<file path="config.mk">
export PLATFORM = sky130hd
export DESIGN_NAME = modulation_az_sequencer
export DESIGN_NICKNAME = d
export VERILOG_FILES = /design/src/rtl/modulation_az_sequencer.sv
export SDC_FILE = /design/constraint.sdc
export NUM_CORES = 1
export LEC_CHECK = 0
export ABC_CLOCK_PERIOD_IN_PS = 2600
export BUFFER_PORTS_ARGS = -buffer_cell sky130_fd_sc_hd__buf_2
export CORE_ASPECT_RATIO = 0.5
export CORE_MARGIN = 2
export CORE_UTILIZATION = 55
export CTS_CLUSTER_DIAMETER = 80
export DETAILED_ROUTE_END_ITERATION = 7
export PLACE_DENSITY = 0.79
export RECOVER_POWER = 25
export SLEW_MARGIN = 10
export SYNTH_ARGS = -nofsm -noshare
export SYNTH_HDL_FRONTEND = slang
export SYNTH_SLANG_ARGS = --single-unit
export TNS_END_PERCENT = 10
</file>
<file path="constraint.sdc">
create_clock -name clk -period 2.6 [get_ports clk]
set_input_delay 0.52 -clock clk [delete_from_list [all_inputs] [get_ports clk]]
set_output_delay 0.52 -clock clk [all_outputs]
set_load 0.1 [all_outputs]
</file>
<file path="src/rtl/modulation_az_sequencer.sv">
// Auto-zero measurement sequencer: alternates HI (signal) and LO (zero)
// conversions, drives the precharge switch, AZ mux and ADC trigger, and
// latches a sticky fault when the ADC never reports completion.
module modulation_az_sequencer #(
    parameter int unsigned CLK_FREQ     = 20000000,
    parameter int unsigned PC_DEFAULT_N = CLK_FREQ / 2000,
    parameter int unsigned TIMEOUT_N    = CLK_FREQ / 10
) (
    input  logic        clk,
    input  logic        reset,
    input  logic        i_run,
    input  logic [23:0] i_clk_count_precharge_n,
    input  logic [3:0]  i_azmux_lo_val,
    input  logic [3:0]  i_azmux_hi_val,
    input  logic        i_adc_measure_valid,
    output logic        o_adc_measure_trig,
    output logic        o_sw_pc_ctl,
    output logic [3:0]  o_azmux,
    output logic        o_az_phase,
    output logic [7:0]  o_sample_count,
    output logic        o_fault,
    output logic        o_led0,
    output logic [1:0]  o_monitor
);

    typedef enum logic [3:0] {
        S_IDLE,
        S_PC_BOOT,
        S_AZ_HI,
        S_TRIG_HI,
        S_WAIT_HI,
        S_PC_BOOT2,
        S_AZ_LO,
        S_TRIG_LO,
        S_WAIT_LO
    } state_t;

    localparam logic [23:0] PC_DEFAULT_M1 = 24'(PC_DEFAULT_N - 1);
    localparam logic [23:0] TIMEOUT_M1    = 24'(TIMEOUT_N - 1);

    state_t      r_state;
    state_t      w_state_nxt;
    logic [23:0] r_cnt;
    logic [3:0]  r_azmux;
    logic        r_hi_sel;
    logic        r_az_phase;
    logic [7:0]  r_sample_count;
    logic        r_fault;
    logic        r_led0;
    logic        r_blank;

    logic        w_cnt_zero;
    logic [23:0] w_settle_m1;
    logic        w_ld_settle;
    logic        w_ld_timeout;
    logic        w_dec;
    logic        w_pair_done;
    logic        w_timeout;
    logic        w_hi_sel_nxt;

    assign w_cnt_zero  = (r_cnt == '0);
    assign w_settle_m1 = (i_clk_count_precharge_n == '0) ? PC_DEFAULT_M1
                                                         : i_clk_count_precharge_n - 24'd1;

    // Next-state decode; the shared counter is loaded with S-1 on settle entry
    // and TIMEOUT_N-1 on trig entry, so a state lasts exactly S (or TIMEOUT_N) clocks.
    always_comb begin
        w_state_nxt  = r_state;
        w_ld_settle  = 1'b0;
        w_ld_timeout = 1'b0;
        w_dec        = 1'b0;
        w_pair_done  = 1'b0;
        w_timeout    = 1'b0;
        case (r_state)
            S_IDLE: begin
                if (i_run && !r_fault) begin
                    w_state_nxt = S_PC_BOOT;
                    w_ld_settle = 1'b1;
                end
            end
            S_PC_BOOT: begin
                if (w_cnt_zero) begin
                    w_state_nxt = S_AZ_HI;
                    w_ld_settle = 1'b1;
                end else begin
                    w_dec = 1'b1;
                end
            end
            S_AZ_HI: begin
                if (w_cnt_zero) begin
                    w_state_nxt  = S_TRIG_HI;
                    w_ld_timeout = 1'b1;
                end else begin
                    w_dec = 1'b1;
                end
            end
            S_TRIG_HI: begin
                w_state_nxt = S_WAIT_HI;
                w_dec       = 1'b1;
            end
            S_WAIT_HI: begin
                if (!r_blank && i_adc_measure_valid) begin
                    w_state_nxt = S_PC_BOOT2;
                    w_ld_settle = 1'b1;
                end else if (w_cnt_zero) begin
                    w_state_nxt = S_IDLE;
                    w_timeout   = 1'b1;
                end else begin
                    w_dec = 1'b1;
                end
            end
            S_PC_BOOT2: begin
                if (w_cnt_zero) begin
                    w_state_nxt = S_AZ_LO;
                    w_ld_settle = 1'b1;
                end else begin
                    w_dec = 1'b1;
                end
            end
            S_AZ_LO: begin
                if (w_cnt_zero) begin
                    w_state_nxt  = S_TRIG_LO;
                    w_ld_timeout = 1'b1;
                end else begin
                    w_dec = 1'b1;
                end
            end
            S_TRIG_LO: begin
                w_state_nxt = S_WAIT_LO;
                w_dec       = 1'b1;
            end
            S_WAIT_LO: begin
                if (!r_blank && i_adc_measure_valid) begin
                    w_pair_done = 1'b1;
                    if (i_run) begin
                        w_state_nxt = S_AZ_HI;
                        w_ld_settle = 1'b1;
                    end else begin
                        w_state_nxt = S_IDLE;
                    end
                end else if (w_cnt_zero) begin
                    w_state_nxt = S_IDLE;
                    w_timeout   = 1'b1;
                end else begin
                    w_dec = 1'b1;
                end
            end
            default: w_state_nxt = S_IDLE;
        endcase
    end

    // The mux follows the HI input from AZ_HI until AZ_LO selects the zero input.
    assign w_hi_sel_nxt = (w_state_nxt == S_AZ_HI) || (w_state_nxt == S_TRIG_HI) ||
                          (w_state_nxt == S_WAIT_HI) || (w_state_nxt == S_PC_BOOT2);

    // State register and shared settle/timeout counter.
    always_ff @(posedge clk or posedge reset) begin
        if (reset) begin
            r_state <= S_IDLE;
            r_cnt   <= '0;
            r_blank <= 1'b0;
        end else begin
            r_state <= w_state_nxt;
            r_blank <= (r_state == S_TRIG_HI) || (r_state == S_TRIG_LO);
            if (w_ld_settle) begin
                r_cnt <= w_settle_m1;
            end else if (w_ld_timeout) begin
                r_cnt <= TIMEOUT_M1;
            end else if (w_dec) begin
                r_cnt <= r_cnt - 24'd1;
            end
        end
    end

    // Registered mux select, phase tag, pair counter, LED and sticky fault.
    always_ff @(posedge clk or posedge reset) begin
        if (reset) begin
            r_azmux        <= '0;
            r_hi_sel       <= 1'b0;
            r_az_phase     <= 1'b0;
            r_sample_count <= '0;
            r_fault        <= 1'b0;
            r_led0         <= 1'b0;
        end else begin
            r_hi_sel <= w_hi_sel_nxt;
            r_azmux  <= w_hi_sel_nxt ? i_azmux_hi_val : i_azmux_lo_val;
            if (w_state_nxt == S_TRIG_HI) begin
                r_az_phase <= 1'b1;
            end else if (w_state_nxt == S_TRIG_LO) begin
                r_az_phase <= 1'b0;
            end
            if (w_pair_done) begin
                r_sample_count <= r_sample_count + 8'd1;
                r_led0         <= ~r_led0;
            end
            if (w_timeout) begin
                r_fault <= 1'b1;
            end
        end
    end

    assign o_adc_measure_trig = (r_state == S_TRIG_HI) || (r_state == S_TRIG_LO);
    assign o_sw_pc_ctl        = (r_state == S_TRIG_HI) || (r_state == S_WAIT_HI);
    assign o_azmux            = r_azmux;
    assign o_az_phase         = r_az_phase;
    assign o_sample_count     = r_sample_count;
    assign o_fault            = r_fault;
    assign o_led0             = r_led0;
    assign o_monitor          = {o_adc_measure_trig, r_hi_sel};

endmodule

</file>
## Word-level counts from Yosys, hierarchy flattened

Index checks and enable logic that the tools add are counted.

- $add $sub $neg: 3
- Equal/unequal tests: 13
- Multiplexer cells: 30
- Bitwise gates (word level): 1
- Reductions and logical operators: 19

Operators by type and width:

| kind | number |
|---|---|
| $mux W24 | 4 |
| $logic_not A24 Y1 | 2 |
| $sub A24 B1 Y24 const B | 2 |
| $mux W4 | 9 |
| $pmux W4 S9 | 1 |
| $eq A4 B3 Y1 const B | 7 |
| $eq A4 B2 Y1 const B | 4 |
| $mux W1 | 13 |
| $add A8 B1 Y8 const B | 1 |
| $reduce_or A2 Y1 | 4 |
| $logic_or A1 B1 Y1 | 5 |
| $eq A4 B1 Y1 const B | 1 |
| $eq A4 B4 Y1 const B | 1 |
| $logic_not A4 Y1 | 1 |
| $pmux W1 S4 | 1 |
| $reduce_or A4 Y1 | 1 |
| $pmux W1 S3 | 1 |
| $reduce_bool A3 Y1 | 1 |
| $logic_and A1 B1 Y1 | 2 |
| $logic_not A1 Y1 | 2 |
| $mux W2 | 1 |
| $reduce_bool A2 Y1 | 1 |
| $not A1 Y1 | 1 |

- Bits in registers: 45
- Input port bits: 36
- Output and inout port bits: 19

## Longest topological paths before layout

- Depth after elaboration: 9
- Depth in mapped cells: 11

## Worst setup path after synthesis

OpenSTA, ideal clock, no wires.

- Kind: register to output
- Start: register r_state[0]
- End: output o_monitor[1]
- Arrival time: 2734 ps
- Required time: 2080 ps
- Setup slack: -654 ps
- Stages on the path, launching flop included: 5
- Buffers on the path: 2
- Cell sequence: dfrtp_1 buf_1 nand2_1 nor2_1 buf_4

- Longest elaborated chain between the ends: 2
- Elaborated cells between the ends (all ways): 3
- Classes of those cells: eq/ne: 2; reduce/logical: 1

RTL lines:

| what | RTL line | source |
|---|---|---|
| from (decl) | 41 | `state_t r_state;` |
| from (signal assigned) | 163 | `r_state <= w_state_nxt;` |
| $eq A4 B2 Y1 / $eq A4 B3 Y1 (equally long branches) | 202 | `assign o_adc_measure_trig = (r_state == S_TRIG_HI) \|\| (r_state == S_TRIG_LO);` |
| $logic_or A1 B1 Y1 * | 202 |  |
| to (decl) | 23 | `output logic [1:0] o_monitor` |

Mark *: on every way between the ends. The rest lies on a longest branch, timed or not.

## Worst setup path in the final report

- Start: register r_cnt[0]
- End: register r_cnt[16]

- Longest elaborated chain between the ends: 5
- Elaborated cells between the ends (all ways): 12
- Classes of those cells: add/sub: 1; mux: 9; reduce/logical: 2

RTL lines:

| what | RTL line | source |
|---|---|---|
| from (decl) | 43 | `logic [23:0] r_cnt;` |
| from (signal assigned) | 166 | `r_cnt <= w_settle_m1;` |
| from (signal assigned) | 170 | `r_cnt <= r_cnt - 24'd1;` |
| parallel branches: the longest is 5 deep, another holds $sub A24 B1 Y24 | n/a |  |

Parallel ways; which one is timed is not known. The select of a mux whose other input is x is not followed.
A chain may end at the register's enable or synchronous reset.

==> impl_metrics.yaml <==
sta:
  period_share_pct: 95.6
  finalSetupViolations: 0
  drv_slew: 0
  setup_tns_ns: 0
  hold_violations: 0
  finalWorstSetupSlack_ns: 0.113
  relSlewSlack_pct: 13.7
  worst_pin_slew_ns: 1.29
  layout_min_cycle_time_ns: 2.49
  clock-skew-final_ns: 0.00750
  rsz0062_at_grt: "yes"
  fmaxAchievable_mhz: 402
drt:
  drtIter0Drc: 270
  drt_wl_total_um: 8910
  dr.pass1.iters: 5
  vias_per_cell: 6.13
  wire_per_inst_um: 16.7
  num_vias: 3262
  drtAntennaViolNets: 0
  drc: 0
job:
  drv_cap: 0
synthesis:
  ys.flop_type: "dfrtp_1"
  ys_seq_area_share_pct: 35.3
  syn_area_per_cell_um2: 8.50
  yosysUniqueCellTypes: 64
  synthesis.nets: 415
  synth_seq_cells: 45
  synthArstFlopShare_pct: 100
  synth_edf_count: 0
  yosysWarnings: 0
  netlist_instances: 375
  synth_area_um2: 3190
global_routing:
  grt_pass1_vias: 3104
  overflow: 0
  antenna_found_initial: 0
  grt_max_degree: 25
  grt_pass1_wl_um: 14700
  grt.total_usage_pct: 28.4
clock_network:
  tritoncts: "done"
  ctsHoldBuffers: 0
  clk_latency_ns: 0.29
  root_buffer: "clkbuf_16"
  cts_sinks: 45
  cts_resized: 0
  cts_setup_buffers: 0
  clk_pin_slew_ns: 0.07
  clockBufferDepth: 2
  cts_max_level: 2
  cts_buffers: 5
pwr:
  clkPwrFrac_pct: 29.5
  p_int_mw: 1.44
  power_frac_comb_pct: 25.1
  ir_drop_mv: 0.263
  power_switching_share_pct: 32.8
  pwr-share-seq_pct: 45.4
  p_leak_nw: 1.64
  power.total_mw: 2.14
  p_sw_mw: 0.704
  powerDensity_nw_per_um2: 546
floorplan:
  die_x_um: 112
  dieArea_um2: 6460
  core_um2: 5540
  die_y_um: 57.8
  initial_utilization_pct: 57.6
  ios: 55
  rows: 19
final_layout:
  final_nets: 498
  layout.cells.most_common: "buf_2"
  multi_input_area_um2: 1960
  drive_above_1_share_pct: 26.6
  n_fill_cell: 455
  layout-area-overhead-vs-synth_pct: 23.2
  regArea_um2: 1130
  antenna_cells: 0
  layout_common_cells: "buf_2 (54), dfrtp_1 (45), nor2_1 (35)"
critical_path:
  startpoint_type: "flop"
  arrival_ns: 2.64
  critPathCaptureType: "flop"
  worstSetupPathType: "reg -> reg"
  critPathMaxFanout: 8
  required_ns: 2.76
place:
  hpwl_um: 6670
  place_congestion: 0.904
  io_buffers: 54
  dpl_worst_slack_ns: 0.0620
outcome:
  outcome: "completed"
min_path:
  hold_class: "reg -> reg"
## cell usage after synthesis (2+ instances only)
cell type,number,area [µm²]
a21boi_0,6,45.0
a21o_1,2,15.0
a21oi_1,12,60.1
a22o_1,2,17.5
a2bb2oi_1,2,17.5
a31oi_1,9,56.3
a32oi_1,2,17.5
and3_1,2,12.5
buf_2,4,20.0
buf_4,4,30.0
clkbuf_1,5,18.8
dfrtp_1,45,1130
ha_1,4,50.1
inv_1,13,48.8
mux2_2,4,45.0
nand2_1,32,120
nand2b_1,4,25.0
nand3_1,13,65.1
nand3b_1,2,15.0
nand4_1,10,62.6
nor2_1,37,139
nor2b_1,4,25.0
nor3_1,16,80.1
nor3b_1,6,45.0
nor4_1,11,68.8
nor4b_1,2,17.5
o211ai_1,4,30.0
o21a_1,9,67.6
o21ai_0,26,130
o21ai_1,4,20.0
o22a_1,6,52.6
o2bb2ai_1,5,43.8
o31a_1,2,17.5
o31ai_1,3,22.5
or3_1,5,31.3
or4_1,4,30.0
xnor2_1,18,158
xor2_1,10,87.6
## layer usage
layer	vias up	routed length, µm	global-route usage, %
li1	1551	-	-
met1	1513	4000	38.4
met2	178	3900	47.6
met3	20	867	6.49
met4	0	136	6.88
met5	-	0	0
## metrics by stage
step / hold slack (ns) / cells / instance area, µm² / util [%]
2_1_floorplan: 0.470 / 375 / 3190 / -
3_3_place_gp: 0.456 / 524 / 3760 / 67.9
3_5_place_dp: 0.461 / 524 / 3760 / 67.9
4_1_cts: 0.282 / 532 / 3910 / 70.5
5_1_grt: 0.474 / 532 / 3930 / 70.9
6_report: 0.463 / 532 / 3930 / 70.9
## cell type report
| class | instances | area share [%] |
|---|---|---|
| Clock buffer | 5 | 3.19 |
| Inverter | 13 | 1.24 |
| Sequential cell | 45 | 28.7 |
| Multi-Input combinational cell | 302 | 49.9 |
| Clock inverter | 3 | 0.542 |
| Tap cell | 73 | 2.33 |
| Timing Repair Buffer | 91 | 14.1 |
## power by group through the flow
stage	clock network (mW)	registers (mW)	logic, mW
final	0.632	0.973	0.539
after global routing	0.673	0.985	0.595
after CTS	0.640	0.960	0.532
after detailed placement	0	0.969	0.527
after global placement	0	0.956	0.508
after floorplan	0	0.971	0.297
## worst paths after layout
| kind | from | depth (start not counted) | end | slack, ns |
|---|---|---|---|---|
| hold reg to reg | o_sample_count[7]$_DFFE_PP0P_ | 1 | o_sample_count[7]$_DFFE_PP0P_ | 0.46 |
| setup reg to reg | r_cnt[0]$_DFFE_PP0P_ | 9 | r_cnt[16]$_DFFE_PP0P_ | 0.11 |
| max in group asynchronous | reset | 3 | o_sample_count[7]$_DFFE_PP0P_ | 1.18 |
| setup / recovery | r_cnt[0]$_DFFE_PP0P_ | 9 | r_cnt[16]$_DFFE_PP0P_ | 0.11 |
| min in group asynchronous | reset | 3 | r_cnt[3]$_DFFE_PP0P_ | 0.62 |
| hold / removal | o_sample_count[7]$_DFFE_PP0P_ | 1 | o_sample_count[7]$_DFFE_PP0P_ | 0.46 |
## kinds of logic after synthesis
kind of cell,share of synthesized area (%)
compound gates,22.3
xor+xnor,7.69
fa+ha+maj,1.57
buf+inv,4.16
flops,35.3
mux,1.41
simple gates,27.5
## worst max-delay path, cell delays in order, from the launching register on
cell     delay, ns
dfrtp_1       0.38
inv_1         0.10
ha_1          0.18
or4b_1        0.50
nor4_2        0.26
nand3_1       0.16
or3b_2        0.30
buf_4         0.18
a31oi_1       0.05
o22a_1        0.23
## sequential cells by signal (all words and copies together) (netlist names)
name,cells
o_sample_count,8
o_fault,1
r_cnt,24
o_az_phase,1
o_led0,1
r_state,4
r_hi_sel,1
o_azmux,4
r_blank,1
No activity file was read; power rests on OpenSTA's default activity.
